--- src/rtl/global_types.sv ---
// -----------------------------------------------------------------------------
// global_types
//   Types shared across the datapath and memory subsystem.
//   - logic10 / logic32 : word-address and data-word shorthands.
//   - dmem_owner_t      : which port owns the data memory in a cycle.
//   - HOLD_W            : width of the data-memory burst-hold counter.
//   - hold_sat_inc()    : saturating increment for that counter.
// -----------------------------------------------------------------------------
package global_types;

    typedef logic [9:0]  logic10;
    typedef logic [31:0] logic32;

    typedef enum logic [1:0] {OWN_NONE, OWN_CPU, OWN_DBG} dmem_owner_t;

    localparam int HOLD_W = 4;

    // Count up by one, never past the limit.
    function automatic logic [HOLD_W-1:0] hold_sat_inc(
        input logic [HOLD_W-1:0] cnt,
        input logic [HOLD_W-1:0] limit
    );
        return (cnt < limit) ? cnt + 1'b1 : limit;
    endfunction

endpackage

--- src/rtl/dmem_arbiter.sv ---
// -----------------------------------------------------------------------------
// dmem_arbiter
//   Shares the single-port data memory between the CPU load/store port and
//   the debug/DMA port. At most one port is granted per cycle; the granted
//   port drives the memory address/write-data/write-enable, and read data is
//   flagged valid to that port one cycle later. A burst-hold counter lets the
//   current owner stream up to MAX_HOLD accesses before yielding to a waiting
//   port. cpu_gnt low is the CPU's memory stall.
//
// Parameters
//   ADDR_W   : word address width
//   DATA_W   : data width
//   MAX_HOLD : consecutive grants to one owner under contention (1..15)
//
// Ports
//   clock, reset_n                        : clock, async active-low reset
//   cpu_req/we/addr/wd  -> cpu_gnt        : CPU request, same-cycle grant
//   cpu_rvalid, cpu_rd                    : CPU read return
//   dbg_req/we/addr/wd  -> dbg_gnt        : debug request, same-cycle grant
//   dbg_rvalid, dbg_rd                    : debug read return
//   mem_we, mem_addr, mem_wd              : memory command (from granted port)
//   mem_rd                                : memory read data (sync, 1 cycle)
// -----------------------------------------------------------------------------
module dmem_arbiter
    import global_types::*;
#(
    parameter int ADDR_W   = 10,
    parameter int DATA_W   = 32,
    parameter int MAX_HOLD = 4
) (
    input  logic              clock,
    input  logic              reset_n,

    input  logic              cpu_req,
    input  logic              cpu_we,
    input  logic [ADDR_W-1:0] cpu_addr,
    input  logic [DATA_W-1:0] cpu_wd,
    output logic              cpu_gnt,
    output logic              cpu_rvalid,
    output logic [DATA_W-1:0] cpu_rd,

    input  logic              dbg_req,
    input  logic              dbg_we,
    input  logic [ADDR_W-1:0] dbg_addr,
    input  logic [DATA_W-1:0] dbg_wd,
    output logic              dbg_gnt,
    output logic              dbg_rvalid,
    output logic [DATA_W-1:0] dbg_rd,

    output logic              mem_we,
    output logic [ADDR_W-1:0] mem_addr,
    output logic [DATA_W-1:0] mem_wd,
    input  logic [DATA_W-1:0] mem_rd
);

    if (MAX_HOLD < 1 || MAX_HOLD > 15) begin : g_bad_max_hold
        $error("dmem_arbiter: MAX_HOLD must be in 1..15");
    end

    localparam logic [HOLD_W-1:0] HOLD_MAX = HOLD_W'(MAX_HOLD);

    // State
    dmem_owner_t       r_owner;
    dmem_owner_t       r_last;
    logic [HOLD_W-1:0] r_hold_cnt;
    dmem_owner_t       r_rsel;

    // Decision
    logic        w_cpu_win;
    logic        w_dbg_win;
    logic        w_cpu_gnt;
    logic        w_dbg_gnt;
    logic        w_any_gnt;
    logic        w_gnt_we;
    dmem_owner_t w_gnt_owner;

    // NOTE: every signal written in an always_comb gets a default first, so no
    // path through the block leaves it unassigned and no latch is inferred.
    always_comb begin
        w_cpu_win = 1'b0;
        w_dbg_win = 1'b0;
        if (cpu_req && dbg_req) begin
            if (r_owner != OWN_NONE && r_hold_cnt < HOLD_MAX) begin
                // Owner still inside its burst allowance keeps the memory.
                w_cpu_win = (r_owner == OWN_CPU);
                w_dbg_win = (r_owner == OWN_DBG);
            end else begin
                // Allowance used up (or nobody owns it): the port that did
                // not go last wins.
                w_cpu_win = (r_last != OWN_CPU);
                w_dbg_win = (r_last == OWN_CPU);
            end
        end else begin
            w_cpu_win = cpu_req;
            w_dbg_win = dbg_req;
        end
    end

    // Grants are suppressed while reset is asserted so no write can reach
    // the memory during reset.
    assign w_cpu_gnt = w_cpu_win & reset_n;
    assign w_dbg_gnt = w_dbg_win & reset_n;
    assign w_any_gnt = w_cpu_gnt | w_dbg_gnt;

    always_comb begin
        w_gnt_owner = OWN_NONE;
        if (w_cpu_gnt) begin
            w_gnt_owner = OWN_CPU;
        end else if (w_dbg_gnt) begin
            w_gnt_owner = OWN_DBG;
        end
    end

    assign w_gnt_we = w_dbg_gnt ? dbg_we : cpu_we;

    // Memory command: debug fields only when debug holds the grant, the CPU
    // fields otherwise (including the idle case).
    assign mem_addr = w_dbg_gnt ? dbg_addr : cpu_addr;
    assign mem_wd   = w_dbg_gnt ? dbg_wd   : cpu_wd;
    assign mem_we   = w_any_gnt & w_gnt_we;

    assign cpu_gnt = w_cpu_gnt;
    assign dbg_gnt = w_dbg_gnt;

    // NOTE: state registers use non-blocking assignments so every register
    // samples the pre-edge values, independent of statement order.
    always_ff @(posedge clock or negedge reset_n) begin
        if (!reset_n) begin
            r_owner    <= OWN_NONE;
            r_last     <= OWN_DBG;   // CPU wins the first tie after reset
            r_hold_cnt <= '0;
            r_rsel     <= OWN_NONE;
        end else if (w_any_gnt) begin
            r_owner    <= w_gnt_owner;
            r_last     <= w_gnt_owner;
            r_hold_cnt <= (w_gnt_owner == r_owner) ? hold_sat_inc(r_hold_cnt, HOLD_MAX)
                                                   : HOLD_W'(1);
            r_rsel     <= w_gnt_we ? OWN_NONE : w_gnt_owner;
        end else begin
            // An idle cycle drops ownership; the next tie uses r_last only.
            r_owner    <= OWN_NONE;
            r_hold_cnt <= '0;
            r_rsel     <= OWN_NONE;
        end
    end

    // Read return: the memory's data is broadcast, r_rsel says whose it is.
    assign cpu_rvalid = (r_rsel == OWN_CPU);
    assign dbg_rvalid = (r_rsel == OWN_DBG);
    assign cpu_rd     = mem_rd;
    assign dbg_rd     = mem_rd;

endmodule

--- config.mk ---
export PLATFORM = sky130hd
export DESIGN_NAME = dmem_arbiter
export DESIGN_NICKNAME = d
export VERILOG_FILES = /design/src/rtl/global_types.sv /design/src/rtl/dmem_arbiter.sv
export SDC_FILE = /design/constraint.sdc
export NUM_CORES = 1
export LEC_CHECK = 0
export ABC_CLOCK_PERIOD_IN_PS = 4500
export CAP_MARGIN = 20
export CORE_AREA = 2 2 90 92
export DETAILED_ROUTE_END_ITERATION = 8
export DIE_AREA = 0 0 92 94
export GPL_TIMING_DRIVEN = 0
export MAX_ROUTING_LAYER = met4
export PLACE_DENSITY_LB_ADDON = 0.2
export SETUP_SLACK_MARGIN = 0.1
export SKIP_LAST_GASP = 1
export SYNTH_ARGS = -nofsm -noshare
export SYNTH_HDL_FRONTEND = slang
export SYNTH_SLANG_ARGS = --single-unit
--- constraint.sdc ---
create_clock -name clock -period 4.5 [get_ports clock]
set_input_delay 0.9 -clock clock [delete_from_list [all_inputs] [get_ports clock]]
set_output_delay 0.9 -clock clock [all_outputs]
set_load 0.005 [all_outputs]
==> metrics.md <==
| Metric | Value |
|---|---|
| Status | completed |
| First-pass DRT Iterations | 4 |
| EDFF count, synth | 0 |
| Site Rows | 32 |
| Cts-stage hold buffer count | 0 |
| Placer Congestion | 0.674 |
| DR vias | 1742 |
| Top-Level Pins | approximately 230 |
| Detailed Route WL | roughly 6000 um |
| # Post-CTS Setup Buffers | 0 |
| Clk_lat worst skew | 230 ps |
| Synth Register Bits | 10 |
| CTS Buffer Depth | 2 |
| Remaining antenna violation count after routing | 0 |
| Initial Util | 19.5% |
| Distinct cells, synth | 26 |
| Mapped cell area | ~1500 um^2 |
| Routed wire length per instance | roughly 13 um |
| Asr flop ratio synth | between 90% and 100% |
| FF+latch area | 251 um^2 |
| CP max-delay cell | dlygate4sd2_1 |
| Most used cell, CP | buf_6 |
| Yosys top cell by area | buf_4 |
| Seq/Total Area, Yosys | 16.9% |
| Final HPWL DP | 5300 um |
| CTS Buf Count | 3 |
| Area contributors post-synth | buf_4 34%, mux2_2 29%, dfrtp_1 15% |
| Sink Count | 10 |
| Skew final | ~4.7 ps |
| Slew Limit Fails | 0 |
| Grt total ovfl | 0 |
| CP peak stage delay | approximately 520 ps |
| Share of cells above drive strength 1 | roughly a third |
| Maximum capacitance violations | 0 |
| Yosys warnings | 0 |
| H-tree levels | 1 |
| Die width | 92 um |
| Die height | 94 um |
| Startpoint Class | input pin |
| Setup crit end kind | output port |
| Post-route DRC | 0 |
| Critical Path AT | 3200 ps |
| F_max | 244 MHz |
| CP Data Required Time | 3600 ps |
| Worst hold path class | reg -> reg |
| Worst slew pin tran | 575 ps |
| DRT iter0 DRCs | 5 |
| Multi-input gate area | 706 um^2 |
| Core Area | between 7000 and 8000 um^2 |
| Gr usage total | 12.7% |
| Pwr dens | 151 nW/um^2 |
| Critical Path, Cell by Cell | dlygate4sd2_1 > nand2_1 > a311oi_2 > buf_6 > buf_6 > mux2_1 > clkdlybuf4s50_1 |
| Utilization after layout | 48.1% |
| Unrepaired setup endpoints after global routing | no |
| Syn Area/Cell | 9.59 um^2 |
| Initial antenna violation count | 0 |
| WHS Path Cells | 1 |
| Final Cycle Share | roughly nine tenths |
| CTS clk-pin slew, worst paths | about 40 ps |
| Number of diodes | 0 |
| Filler Cell Count | 708 |
| CTS tree | built |
| Main synth FF type | dfrtp_1 |
| Total Negative Setup Slacks | 0 ps |
| Final Hold Vio Count | 0 |
| Max_slew headroom | 61.7% |
| Most frequent cell after synthesis | buf_4 |
| Fin area | 3660 um^2 |
| Via/cell ratio | approximately 3.8 |
| Crit path kind | in -> out |
| Vias in the first global route | 1659 |
| Synth top area share | 33.8% |
| Area delta synth->final | 146% |
| Post-Syn Instances | 155 |
| Final setup vio count | 0 |
| CTS root buf | clkbuf_8 |
| PortBufs | 200 |
| First-pass GRT wire length | 8610 um |
| P_leak | 0.00151 uW |
| Critical Path Fanout Max | 12 |
| Syn Nets | 278 |
| Post-DP Area | approximately 3600 um^2 |
| Die ar. | 8650 um^2 |
| Most frequent cells after synthesis | 67 x buf_4, 38 x mux2_2, 9 x dfrtp_1, 5 x nor2_1 |
| Fin crit period | about 4000 ps |
| FF-to-FF path depth | 6 |
| Largest net degree at the start of global routing | 13 |
| Maximum vdd drop | ~0.19 mV |
| Layout Nets | 483 |
==> area by class of cell <==
class	instances	share of cell area, %
multi-input cells	75	19.3
plain buffers	69	14.4
repair buffers	200	54.7
flip-flops and latches	10	6.87
clock buffers	4	1.23
inverters	1	0.103
well taps	102	3.49
==> where the power goes <==
part	internal (uW)	switching, uW
Combinational	261	89.7
Sequential	101	7.71
Clock	61.7	31.5
==> flip-flops by register name (all words and copies together) (netlist names) <==
name	flops
r_owner	2
r_last	2
r_hold_cnt	4
r_rsel	2
==> critical path, delay by kind of cell <==
family,cells,cell delay (ps)
multiplexers,1,320
buffers and inverters,4,1360
AND/OR/NAND/NOR,1,160
AO/OA/AOI/OAI,1,460
==> routing by layer <==
layer  routed length (um)  track usage, %
met5                    0               -
met4                   20            2.61
met3                  549            2.65
met2                 3310            24.1
met1                 2120            13.5
==> cells in the final DEF, fill, tap and decap left out, types with 2 or more instances in the layout <==
cell type,count
nor2_1,5
mux2_1,4
buf_6,2
dfrtp_1,9
a311oi_2,2
nor3_1,4
mux2_2,38
nor2b_1,4
nand2_1,3
or3b_1,2
clkdlybuf4s50_1,199
buf_4,67
clkbuf_8,3
==> path summary, 6_finish.rpt <==
path                                      endpoint               startpoint  slack, ps
setup / recovery                        mem_wd[28]                  reset_n        400
hold / removal               r_last[0]$_DFFE_PN0P_    r_last[0]$_DFFE_PN0P_        500
setup reg to reg             r_last[0]$_DFFE_PN0P_  r_hold_cnt[2]$_DFF_PN0_       2480
hold reg to reg              r_last[0]$_DFFE_PN0P_    r_last[0]$_DFFE_PN0P_        500
max in group asynchronous    r_last[1]$_DFFE_PN1P_                  reset_n       3390
min in group asynchronous  r_hold_cnt[1]$_DFF_PN0_                  reset_n        740
==> per-stage QoR <==
| stage | setup slack, ps | hold slack, ps | total power, uW | instances |
|---|---|---|---|---|
| floorplan | 1530 | 465 | 241 | 155 |
| global placement | 89.7 | 485 | 463 | 457 |
| detailed placement | 44.8 | 494 | 466 | 457 |
| CTS | 315 | 502 | 561 | 461 |
| global route | 149 | 511 | 588 | 461 |
| finish | 397 | 500 | 553 | 461 |
==> kinds of logic after synthesis <==
| kind of cell | Yosys count | synth area share [%] |
|---|---|---|
| flops | 10 | 16.9 |
| fa+ha+maj | 1 | 0.842 |
| other cells | 1 | 0.252 |
| mux | 43 | 32.5 |
| simple gates | 23 | 9.34 |
| compound gates | 7 | 4.55 |
| buf+inv | 70 | 35.6 |
==> repair_timing <==
action,CTS,global route
resized for setup,1,0
endpoints found under the hold margin,0,0
setup endpoints to repair,5,0
No activity file was read; power rests on OpenSTA's default activity.
